$ cat config.mk
export PLATFORM = sky130hd
export DESIGN_NAME = syscall_unit
export DESIGN_NICKNAME = d
export VERILOG_FILES = /design/src/rtl/syscall_unit.sv
export SDC_FILE = /design/constraint.sdc
export NUM_CORES = 1
export LEC_CHECK = 0
export CAP_MARGIN = 40
export CORE_AREA = 5 5 136 138
export DETAILED_ROUTE_END_ITERATION = 6
export DIE_AREA = 0 0 141 143
export GPL_TIMING_DRIVEN = 0
export PLACE_DENSITY = 0.6
export SYNTH_ARGS = -nofsm -noshare
export SYNTH_HDL_FRONTEND = slang
export SYNTH_SLANG_ARGS = --single-unit
$ cat constraint.sdc
create_clock -name clk -period 9.9 [get_ports clk]
set_clock_uncertainty 0.2 [all_clocks]
set_input_delay 2.475 -clock clk [delete_from_list [all_inputs] [get_ports clk]]
set_output_delay 2.475 -clock clk [all_outputs]
set_load 0.02 [all_outputs]
$ cat src/rtl/syscall_unit.sv
// Syscall service unit: stalls the core while it runs print_int, print_char,
// puts (NUL-terminated string read from data memory) or exit.
module syscall_unit #(
    parameter int MAX_LEN = 256
) (
    input  logic        clk,
    input  logic        reset,
    input  logic        syscall,
    input  logic [31:0] vreg,
    input  logic [31:0] areg,
    output logic        stall,
    output logic        done,
    output logic        err,
    output logic        halt,
    output logic        mem_rd,
    output logic [31:0] mem_addr,
    input  logic [31:0] mem_rdata,
    input  logic        mem_ready,
    output logic        char_valid,
    output logic [7:0]  char_data,
    input  logic        char_ready,
    output logic        int_valid,
    output logic [31:0] int_data,
    input  logic        int_ready
);

    localparam int CW = $clog2(MAX_LEN + 1);
    localparam logic [CW-1:0] MAX_COUNT = CW'(MAX_LEN);

    localparam logic [2:0] IDLE  = 3'd0;
    localparam logic [2:0] INT   = 3'd1;
    localparam logic [2:0] CHAR  = 3'd2;
    localparam logic [2:0] FETCH = 3'd3;
    localparam logic [2:0] EMIT  = 3'd4;
    localparam logic [2:0] DONE  = 3'd5;

    logic [2:0]    state;
    logic [31:0]   arg_q;
    logic [31:0]   addr_q;
    logic [31:0]   word_q;
    logic [CW-1:0] count_q;
    logic          syscall_q;
    logic          seen_low;
    logic          start_cond;
    logic [7:0]    cur_byte;
    logic [31:0]   next_addr;
    logic [CW-1:0] next_count;

    // seen_low keeps a syscall level held across reset release from starting a service.
    assign start_cond = (state == IDLE) & syscall & ~syscall_q & seen_low & ~halt;
    assign stall      = ~halt & (start_cond | (state != IDLE));
    assign next_addr  = addr_q + 32'd1;
    assign next_count = count_q + 1'b1;

    // Strings are packed big-endian within each memory word.
    always_comb begin
        cur_byte = 8'h00;
        case (addr_q[1:0])
            2'd0: cur_byte = word_q[31:24];
            2'd1: cur_byte = word_q[23:16];
            2'd2: cur_byte = word_q[15:8];
            2'd3: cur_byte = word_q[7:0];
            default: cur_byte = 8'h00;
        endcase
    end

    assign done       = (state == DONE);
    assign mem_rd     = (state == FETCH);
    assign mem_addr   = {addr_q[31:2], 2'b00};
    assign int_valid  = (state == INT);
    assign int_data   = arg_q;
    assign char_valid = (state == CHAR) | ((state == EMIT) & (cur_byte != 8'h00));
    assign char_data  = (state == CHAR) ? arg_q[7:0] : cur_byte;

    always_ff @(posedge clk or posedge reset) begin
        if (reset) begin
            state     <= IDLE;
            arg_q     <= 32'd0;
            addr_q    <= 32'd0;
            word_q    <= 32'd0;
            count_q   <= '0;
            syscall_q <= 1'b0;
            seen_low  <= 1'b0;
            err       <= 1'b0;
            halt      <= 1'b0;
        end else begin
            syscall_q <= syscall;
            if (!syscall) begin
                seen_low <= 1'b1;
            end
            case (state)
                IDLE: begin
                    if (start_cond) begin
                        arg_q   <= areg;
                        addr_q  <= areg;
                        count_q <= '0;
                        err     <= 1'b0;
                        case (vreg)
                            32'd1:   state <= INT;
                            32'd4:   state <= FETCH;
                            32'd11:  state <= CHAR;
                            32'd10: begin
                                state <= DONE;
                                halt  <= 1'b1;
                            end
                            default: begin
                                state <= DONE;
                                err   <= 1'b1;
                            end
                        endcase
                    end
                end
                INT: begin
                    if (int_ready) begin
                        state <= DONE;
                    end
                end
                CHAR: begin
                    if (char_ready) begin
                        state <= DONE;
                    end
                end
                FETCH: begin
                    if (mem_ready) begin
                        word_q <= mem_rdata;
                        state  <= EMIT;
                    end
                end
                EMIT: begin
                    if (cur_byte == 8'h00) begin
                        state <= DONE;
                    end else if (char_ready) begin
                        addr_q  <= next_addr;
                        count_q <= next_count;
                        // Truncation wins over a word boundary on the same byte.
                        if (next_count == MAX_COUNT) begin
                            state <= DONE;
                            err   <= 1'b1;
                        end else if (next_addr[1:0] == 2'b00) begin
                            state <= FETCH;
                        end
                    end
                end
                DONE: begin
                    state <= IDLE;
                end
                default: begin
                    state <= IDLE;
                end
            endcase
        end
    end

endmodule

==> results of run 1 <==
## cells by family (layout without fill, tap and decap cells)
kind of cell,count (synthesis),in the layout,share of synthesized area
simple gates,265,265,0.210
mux,36,36,0.0650
flops,112,112,0.449
xor+xnor,3,3,0.00421
fa+ha+maj,7,7,0.0140
other cells,1,2,0.000601
buf+inv,85,280,0.0758
compound gates,179,179,0.181
## Yosys cell counts (3+ instances only)
master / instances
clkbuf_1: 20
nor2_1: 26
o21ai_0: 46
nand3_1: 16
buf_2: 14
inv_1: 11
buf_4: 34
buf_1: 3
and2_1: 4
a22oi_1: 6
a31oi_1: 6
a2bb2oi_1: 4
dfrtp_1: 112
nor3b_1: 4
nand2b_1: 7
a211oi_1: 4
nand4_1: 8
mux2_2: 36
a222oi_1: 4
a21oi_1: 61
nand2_1: 149
o22ai_1: 10
ha_1: 7
a32oi_1: 3
nor4_1: 13
nor3_1: 6
and3_1: 5
nor2b_1: 5
o31ai_1: 3
a21o_1: 7
## per-stage QoR
stage / cells / cell area (um2) / setup WS (ns) / hold WS [ns]
floorplan: 689 / 6240 / 4.20 / 0.235
global placement: 1092 / 8300 / 2.46 / 0.251
detailed placement: 1093 / 8340 / 3.20 / 0.258
CTS: 1109 / 8630 / 3.20 / 0.281
global route: 1109 / 8630 / 3.12 / 0.300
finish: 1109 / 8630 / 3.21 / 0.278
## flip-flops by register name, summed over array words and instances, names as in the netlist
signal and cells:
err 1, count_q 9, addr_q 32, word_q 32
syscall_q 1, int_data 32, seen_low 1, state 3
halt 1
## worst max-delay path by stage
| stage | cells after the start | slack (ns) | endpoint |
|---|---|---|---|
| 2_1_floorplan | 2 | 4.20 | stall |
| 3_3_place_gp | 2 | 2.46 | count_q[5]$_DFFE_PP0P_ |
| 3_5_place_dp | 4 | 3.20 | stall |
| 4_1_cts | 4 | 3.20 | stall |
| 5_1_grt | 4 | 3.12 | stall |
| 6_report | 4 | 3.21 | stall |
## routing by layer
metal | share of wire | vias to the layer above | GRT usage
met5 | 0 | - | 0
met4 | 0.026 | 0 | 0.0770
met3 | 0.065 | 36 | 0.0311
met2 | 0.47 | 239 | 0.322
met1 | 0.44 | 2800 | 0.267
li1 | - | 2801 | -
## worst reg2reg max path: stages (launching register included)
cell and delay [ns]:
dfrtp_1 0.50, inv_1 0.10, ha_1 0.32, inv_2 0.12
buf_2 0.21, a2bb2oi_1 0.44, nor4_4 0.12, a31oi_4 0.35
clkbuf_1 0.48, a21oi_1 0.15
## where the power goes
| part | internal, mW | switching (mW) |
|---|---|---|
| clock | 0.180 | 0.197 |
| sequential | 0.624 | 0.169 |
| combinational | 0.646 | 0.804 |
## cell type report
type	count	share of cell area
timing repair buffer	179	0.210
clock buffer	9	0.0261
multi-input combinational	492	0.343
clock inverter	7	0.00797
inverter	12	0.00580
sequential	112	0.325
buffer	73	0.0496
tap	225	0.0326
## cell usage in the layout (no fill, tap or decap), types with 7 or more instances in the layout
cell type and count:
dfrtp_1 112, o21ai_0 46, clkbuf_16 9, o22ai_1 10, ha_1 7, clkbuf_1 20
inv_1 10, a21oi_1 61, mux2_2 36, nand4_1 8, nand2_1 149, nor2_1 26
nand2b_1 7, buf_2 14, buf_4 34, nor4_1 13, a21o_1 7, clkdlybuf4s50_1 178
nand3_1 16
==> summary by stage, run 1 <==
CTS
The CTS H-tree depth is 3. The clock edge transition at the registers on the reported setup and hold paths is 0.09 ns. The cts-stage hold buffer count is 0. The clock net sink count is 112. The insertion delay to the later sink of the worst-skew pair is 0.37 ns. The number of setup buffers added after CTS is 0. TritonCTS built the clock tree. Once the clock tree was built, the resizer swapped 0 gates to a different size. CTS placed an instance of clkbuf_16 at the clock tree root.

In this run, CTS created clock tree buffers numbering 9. The longest clock path from root to sink contains 2 buffers.

STA
Adding up every negative setup slack in the final design gives 0 ns. The final worst-path cycle share is 0.676. The normalized max-slew margin is 0.464.

The max-slew violation count is 0. The count of endpoints failing hold in the final timing report is 0. For this run, the top clock speed supported by timing is 149 MHz. Setup repair after global routing left no endpoint under its margin. The setup violation total in the final timing report is 0. The smallest clock period supported by the final layout is computed as 6.69 ns. The transition time at the pin with the least slew margin is 0.796 ns.

Placement
The total of buffers placed on input and output ports is 178. The wire-length estimate of the detail-placed layout is 15.2 mm. The final RePlAce weighted congestion is 0.878.

Synthesis
The number of synthesis warnings is 0. Counting flops and latches in the post-synthesis netlist gives 112. Sorting the synthesized cells by area gives the leading types as dfrtp_1 (45%), nand2_1 (9.0%), mux2_2 (6.5%). The fraction of synthesized cell area taken by the top area cell type is 0.449.

The dominant register cell in the synthesized netlist is dfrtp_1. The post-synthesis cell count is 688. Yosys mapped a number of flops with a built-in enable equal to 0. The post-synthesis sequential area ratio is 0.449. The proportion of register bits with asynchronous set or reset after synthesis is 1.00.

The largest area contributor in the netlist is dfrtp_1. The mean cell area of the mapped netlist is 9.06 um2. The number of distinct library cells after synthesis is 71. The synthesized cell area is 6240 um2.

Setup path
STA puts the critical path data arrival time at 4.01 ns. The reg-to-reg endpoint is addr_q[11]$_DFFE_PP0P_. The largest single stage delay on the critical path is 0.62 ns. The type of the setup path with the least slack is input pin to primary output. The worst register-to-register path begins at addr_q[0]$_DFFE_PP0P_. The critical path data required time is 7.23 ns. The endpoint kind of the worst setup timing path is a primary output. The buffers plus inverters on the worst setup path is 2.

The setup check on the worst reg-to-reg path leaves a slack of 6.77 ns. The category of the worst setup path launch point is an input pin. For the worst flop-to-flop path, the logic depth is 9. The signal on the critical path passes through clkdlybuf4s50_1 > nand4bb_1 > a21oi_1 > clkdlybuf4s50_1. By instance count, the cell type seen most on the critical path is clkdlybuf4s50_1. The maximum net fanout on the critical path is 5.

In this design, the largest share of critical-path delay is due to buffers and inverters. The worst setup path startpoint is syscall. The library cell contributing the largest single delay on the critical path is clkdlybuf4s50_1.

Cells and area
After filler insertion, the fill cell instance count of the layout stands at 1,605. The number of antenna diodes in the final layout is 0. At the end of the flow the core is filled with cells to 0.506. The area used by multi-input combinational logic is 2960 um2. The area growth from synthesis to layout is 38.4%. The final layout contains 988 nets. The fraction of layout cells with a size suffix above 1 is 0.141. The register cell area after layout is 2800 um2.

Power
Power comes to 2.62 mW. IR analysis of the VDD net gives a maximum drop of 0.149 mV. Dividing total power by cell area gives a power density of 304 nW/um2. In this run the static leakage power is 3.76 nW.

Floorplan
During I/O placement, the number of pins put on the boundary was 181. For this configuration, the core starts out at a cell density of 0.366. The total number of placement rows is 48. The die boundary height is 143 um. Measured along the x axis, the die boundary spans 141 um.

The floorplan die area is 20,200 um2. The region available for standard cell placement spans 17,100 um2.

Drt
The average wire per standard cell is 18.2 um. After the first detailed-routing iteration, the DRC count stood at 394. The total wire length after detailed routing is 20.2 mm. The remaining design rule violation count is 0. The number of detailed-route iterations in the first pass is 6. After detailed routing, the number of vias per cell comes to 5.30. The number of antenna-violating nets in the routed design is 0.

The total via count in the routed design is 5,876.

GRT
Entering global routing, the biggest net connects 84 pins. The number of global-route vias before repair is 5,836. The first global-routing pass estimated 31.8 mm of wire.

In the global route stage, overall resource usage came out at 0.198. The number of antenna violations at the first check in global routing is 0. Global routing finished with a remaining overflow of 0.

Flow run
The count of max-cap constraint violations is 0.

Worst hold path
The start point of the worst hold path is int_data[24]$_DFFE_PP0P_. The sink of the worst hold path is int_data[24]$_DFFE_PP0P_. The min-delay analysis places its worst path in the category flip-flop to flip-flop. Counting instances, the worst hold path has a depth of 2.

Run status
The run finished with clean final reports.
Note: power is estimated with default switching activity, not from simulation.
==> run 2, diff against run 1 <==
- PLACE_DENSITY: 0.6 -> 0.63
- clock period: 9.9 -> 6.14 ns (I/O delays scaled with it)
==> summary by stage, run 2 (synthesis gave the netlist of run 1 again) <==
Setup path
The maximum net fanout on the critical path came to 10 (was 5). The worst setup slack for register-to-register paths came to 3.02 ns (was 6.77 ns). The category of the worst setup path launch point is a flip-flop (was input pin). The launch point of the worst reg-to-reg path is addr_q[0]$_DFFE_PP0P_ (unchanged).

The arrival time reported for the critical path endpoint is 3.20 ns (was 4.01 ns). The reg-to-reg endpoint is addr_q[7]$_DFFE_PP0P_ (was addr_q[11]$_DFFE_PP0P_). The delay contributed by the slowest stage of the critical path is 0.54 ns (was 0.62 ns).

The most frequent cell on the critical path is nand2_1 (was clkdlybuf4s50_1). The number of cells on the worst reg-to-reg path is 9 (unchanged). The critical path data required time is 4.41 ns (was 7.23 ns).

The type of the setup path with the least slack is flip-flop to primary output (was input pin to primary output). The endpoint kind of the worst setup timing path is a primary output (unchanged). The library cell contributing the largest single delay on the critical path is clkdlybuf4s50_1 (unchanged). Series of cell instances along the critical path: ha_1 > buf_2 > a222oi_1 > a31oi_1 > nor2_4 > nand2_1 > nand2_1 > nand2b_1 > clkdlybuf4s50_1 (was clkdlybuf4s50_1 > nand4bb_1 > a21oi_1 > clkdlybuf4s50_1).

Cells and area
Most frequent cells in the layout: clkdlybuf4s50_1 (178), nand2_1 (149), dfrtp_1 (112), a21oi_1 (61), o21ai_0 (46) (unchanged). The number of filler cells placed in the layout is 1,658 (was 1,605). The number of inserted diodes is 0 (unchanged). The signed area change from the synthesized netlist to the final layout was 38.6% (was 38.4%). The commonest non-fill, non-tap cell in the layout is clkdlybuf4s50_1 (unchanged). The fraction of layout cells with a size suffix above 1 was 0.141 (unchanged).

The register cell area after layout is 2800 um2 (unchanged). The count of nets after finishing is 988 (unchanged). The area used by multi-input combinational logic is 2960 um2 (unchanged). The final core utilization is 0.507 (was 0.506).

Drt
The total via count in the routed design came to 5,814 (was 5,876). The remaining design rule violation count is 0 (unchanged). The number of detailed-route iterations in the first pass was 5 (was 6). The average wire per standard cell was 17.7 um (was 18.2 um). The number of antenna-violating nets in the routed design is 0 (unchanged). The post-detailed-route via-to-cell ratio is 5.24 (was 5.30). The number of DRC markers after the initial detailed-route iteration is 383 (was 394). The total wire length after detailed routing was 19.7 mm (was 20.2 mm).

STA
The setup violation total in the final timing report is 0 (unchanged). Based on the critical path, the design can be clocked at up to 202 MHz. The minimum clock period is 4.94 ns.

The max-slew violation count is 0 (unchanged). The transition time at the pin with the least slew margin is 0.696 ns (was 0.796 ns). The worst setup margin is 1.20 ns (was 3.21 ns). The normalized max-slew margin came to 0.535 (was 0.464).

Setup repair after global routing missed its margin: no (unchanged). The count of endpoints failing hold in the final timing report is 0 (unchanged). In the finished design, the share of the clock period the worst path needs comes to 0.804.

Worst hold path
The start point of the worst hold path is int_data[25]$_DFFE_PP0P_ (was int_data[24]$_DFFE_PP0P_). The sink of the worst hold path is int_data[25]$_DFFE_PP0P_ (was int_data[24]$_DFFE_PP0P_). The path category of the worst min-delay check is flip-flop to flip-flop (unchanged). The hold-critical path depth is 2 (unchanged).

CTS
The clock buffer count from CTS is 9 (unchanged). The clock net sink count came to 112 (unchanged). The clock tree root buffer cell is clkbuf_16 (unchanged). The maximum number of buffers from clock root to sink was 2 (unchanged). The cts-stage hold buffer count came to 0 (unchanged).

The count of cells resized by post-cts repair is 0 (unchanged). The clock edge transition at the registers on the reported setup and hold paths is 0.08 ns (was 0.09 ns). The clock tree from TritonCTS is done (unchanged). The CTS H-tree depth is 3 (unchanged). The number of buffers added for setup after CTS is 0 (unchanged).

The insertion delay to the later sink of the worst-skew pair is 0.36 ns (was 0.37 ns).

Placement
The worst setup slack after placement is 1.32 ns (was 3.20 ns). The final RePlAce weighted congestion is 0.828 (was 0.878). The HPWL after detailed placement is 14.7 mm (was 15.2 mm). The total of buffers placed on input and output ports came to 178 (unchanged).

Floorplan
The die extent in x was 141 um (unchanged). The floorplan die area is 20,200 um2 (unchanged). The number of placed I/O pins is 181 (unchanged). The initial standard-cell utilization of the core is 0.366 (unchanged). The die boundary height is 143 um (unchanged). The area of the core is 17,100 um2 (unchanged). The total number of placement rows is 48 (unchanged).

Run status
Run status: completed (unchanged).

GRT
The number of antenna violations at the first check in global routing is 0 (unchanged). The maximum number of pins on one net before global-route repair is 86 (was 84). The total routing resource utilization after global routing is 0.193 (was 0.198). The first-pass GRT wire length is 30.7 mm (was 31.8 mm). The number of global-route vias before repair came to 5,666 (was 5,836). The overall overflow remaining after global route is 0 (unchanged).

Power
The total chip power is 4.24 mW (was 2.62 mW). The areal power density over the cells is 491 nW/um2 (was 304 nW/um2). The largest voltage drop on the vdd net is 0.237 mV (was 0.149 mV).

The static leakage is 3.76 nW (about the same).

Flow run
The count of max-cap constraint violations was 0 (unchanged).
run 2: cell types whose count changed in the layout (fill, tap and decap cells not counted), sizes merged:
| cell | change |
|---|---|
| inv | -1 |
| clkinvlp | +1 |
| clkinv | -1 |
| bufinv | +1 |
run 2: where the power goes:
part           internal (mW)  switching (mW)
sequential              1.01           0.266
combinational           1.04            1.30
clock                  0.325           0.304
run 2: routing by layer:
metal / up-vias / wire length [um] / global-route usage
li1: 2804 / - / -
met3: 25 / 1570 / 0.0502
met2: 219 / 9240 / 0.311
met1: 2766 / 8520 / 0.256
met4: 0 / 324 / 0.0612
met5: - / 0 / 0
run 2: layout make-up:
| cell class | count | area share |
|---|---|---|
| inverters | 12 | 0.00579 |
| multi-input cells | 492 | 0.343 |
| flip-flops and latches | 112 | 0.324 |
| clock buffers | 9 | 0.0261 |
| well taps | 225 | 0.0326 |
| repair buffers | 179 | 0.209 |
| plain buffers | 73 | 0.0495 |
| clock inverters | 7 | 0.00970 |
run 2: metrics by stage:
step / hold slack [ns] / setup TNS, ns / cells / instance area (um2)
floorplan: 0.235 / 0 / 689 / 6240
global placement: 0.250 / -50.74 / 1092 / 8300
detailed placement: 0.253 / 0 / 1093 / 8340
CTS: 0.277 / 0 / 1109 / 8640
global route: 0.292 / 0 / 1109 / 8640
finish: 0.275 / 0 / 1109 / 8640
run 2: critical path, delay by kind of cell (launching register included):
kind            cells  cell delay (ns)
fa+ha+maj           1             0.28
compound gates      2             0.76
flops               1             0.48
buf+inv             2             0.74
simple gates        4             0.58
run 2: worst max path at each step:
stage | endpoint | depth (start not counted) | slack (ns) | from
3_5_place_dp | stall | 4 | 1.32 | syscall
3_3_place_gp | count_q[8]$_DFFE_PP0P_ | 2 | -0.46 | reset
4_1_cts | char_valid | 9 | 1.18 | addr_q[0]$_DFFE_PP0P_
5_1_grt | char_valid | 9 | 0.97 | addr_q[0]$_DFFE_PP0P_
6_report | char_valid | 9 | 1.20 | addr_q[0]$_DFFE_PP0P_
2_1_floorplan | addr_q[0]$_DFFE_PP0P_ | 1 | 1.45 | reset
==> run 3, diff against run 2 <==
- PLACE_DENSITY: 0.63 -> 0.6
- clock period: 6.14 -> 5.2 ns (I/O delays scaled with it)
==> results of run 3 <==
Same layout as run 1 (identical final DEF). Status: completed.
Main changes from that run: setup slack after placement 3.20 ns -> 0.853 ns; setup slack after layout 3.21 ns -> 0.551 ns; start point of the critical path syscall -> addr_q[0]$_DFFE_PP0P_; end point of the critical path stall -> char_valid; register-to-register setup slack 6.77 ns -> 2.07 ns; total power 2.62 mW -> 4.99 mW; worst IR drop on VDD 0.149 mV -> 0.283 mV
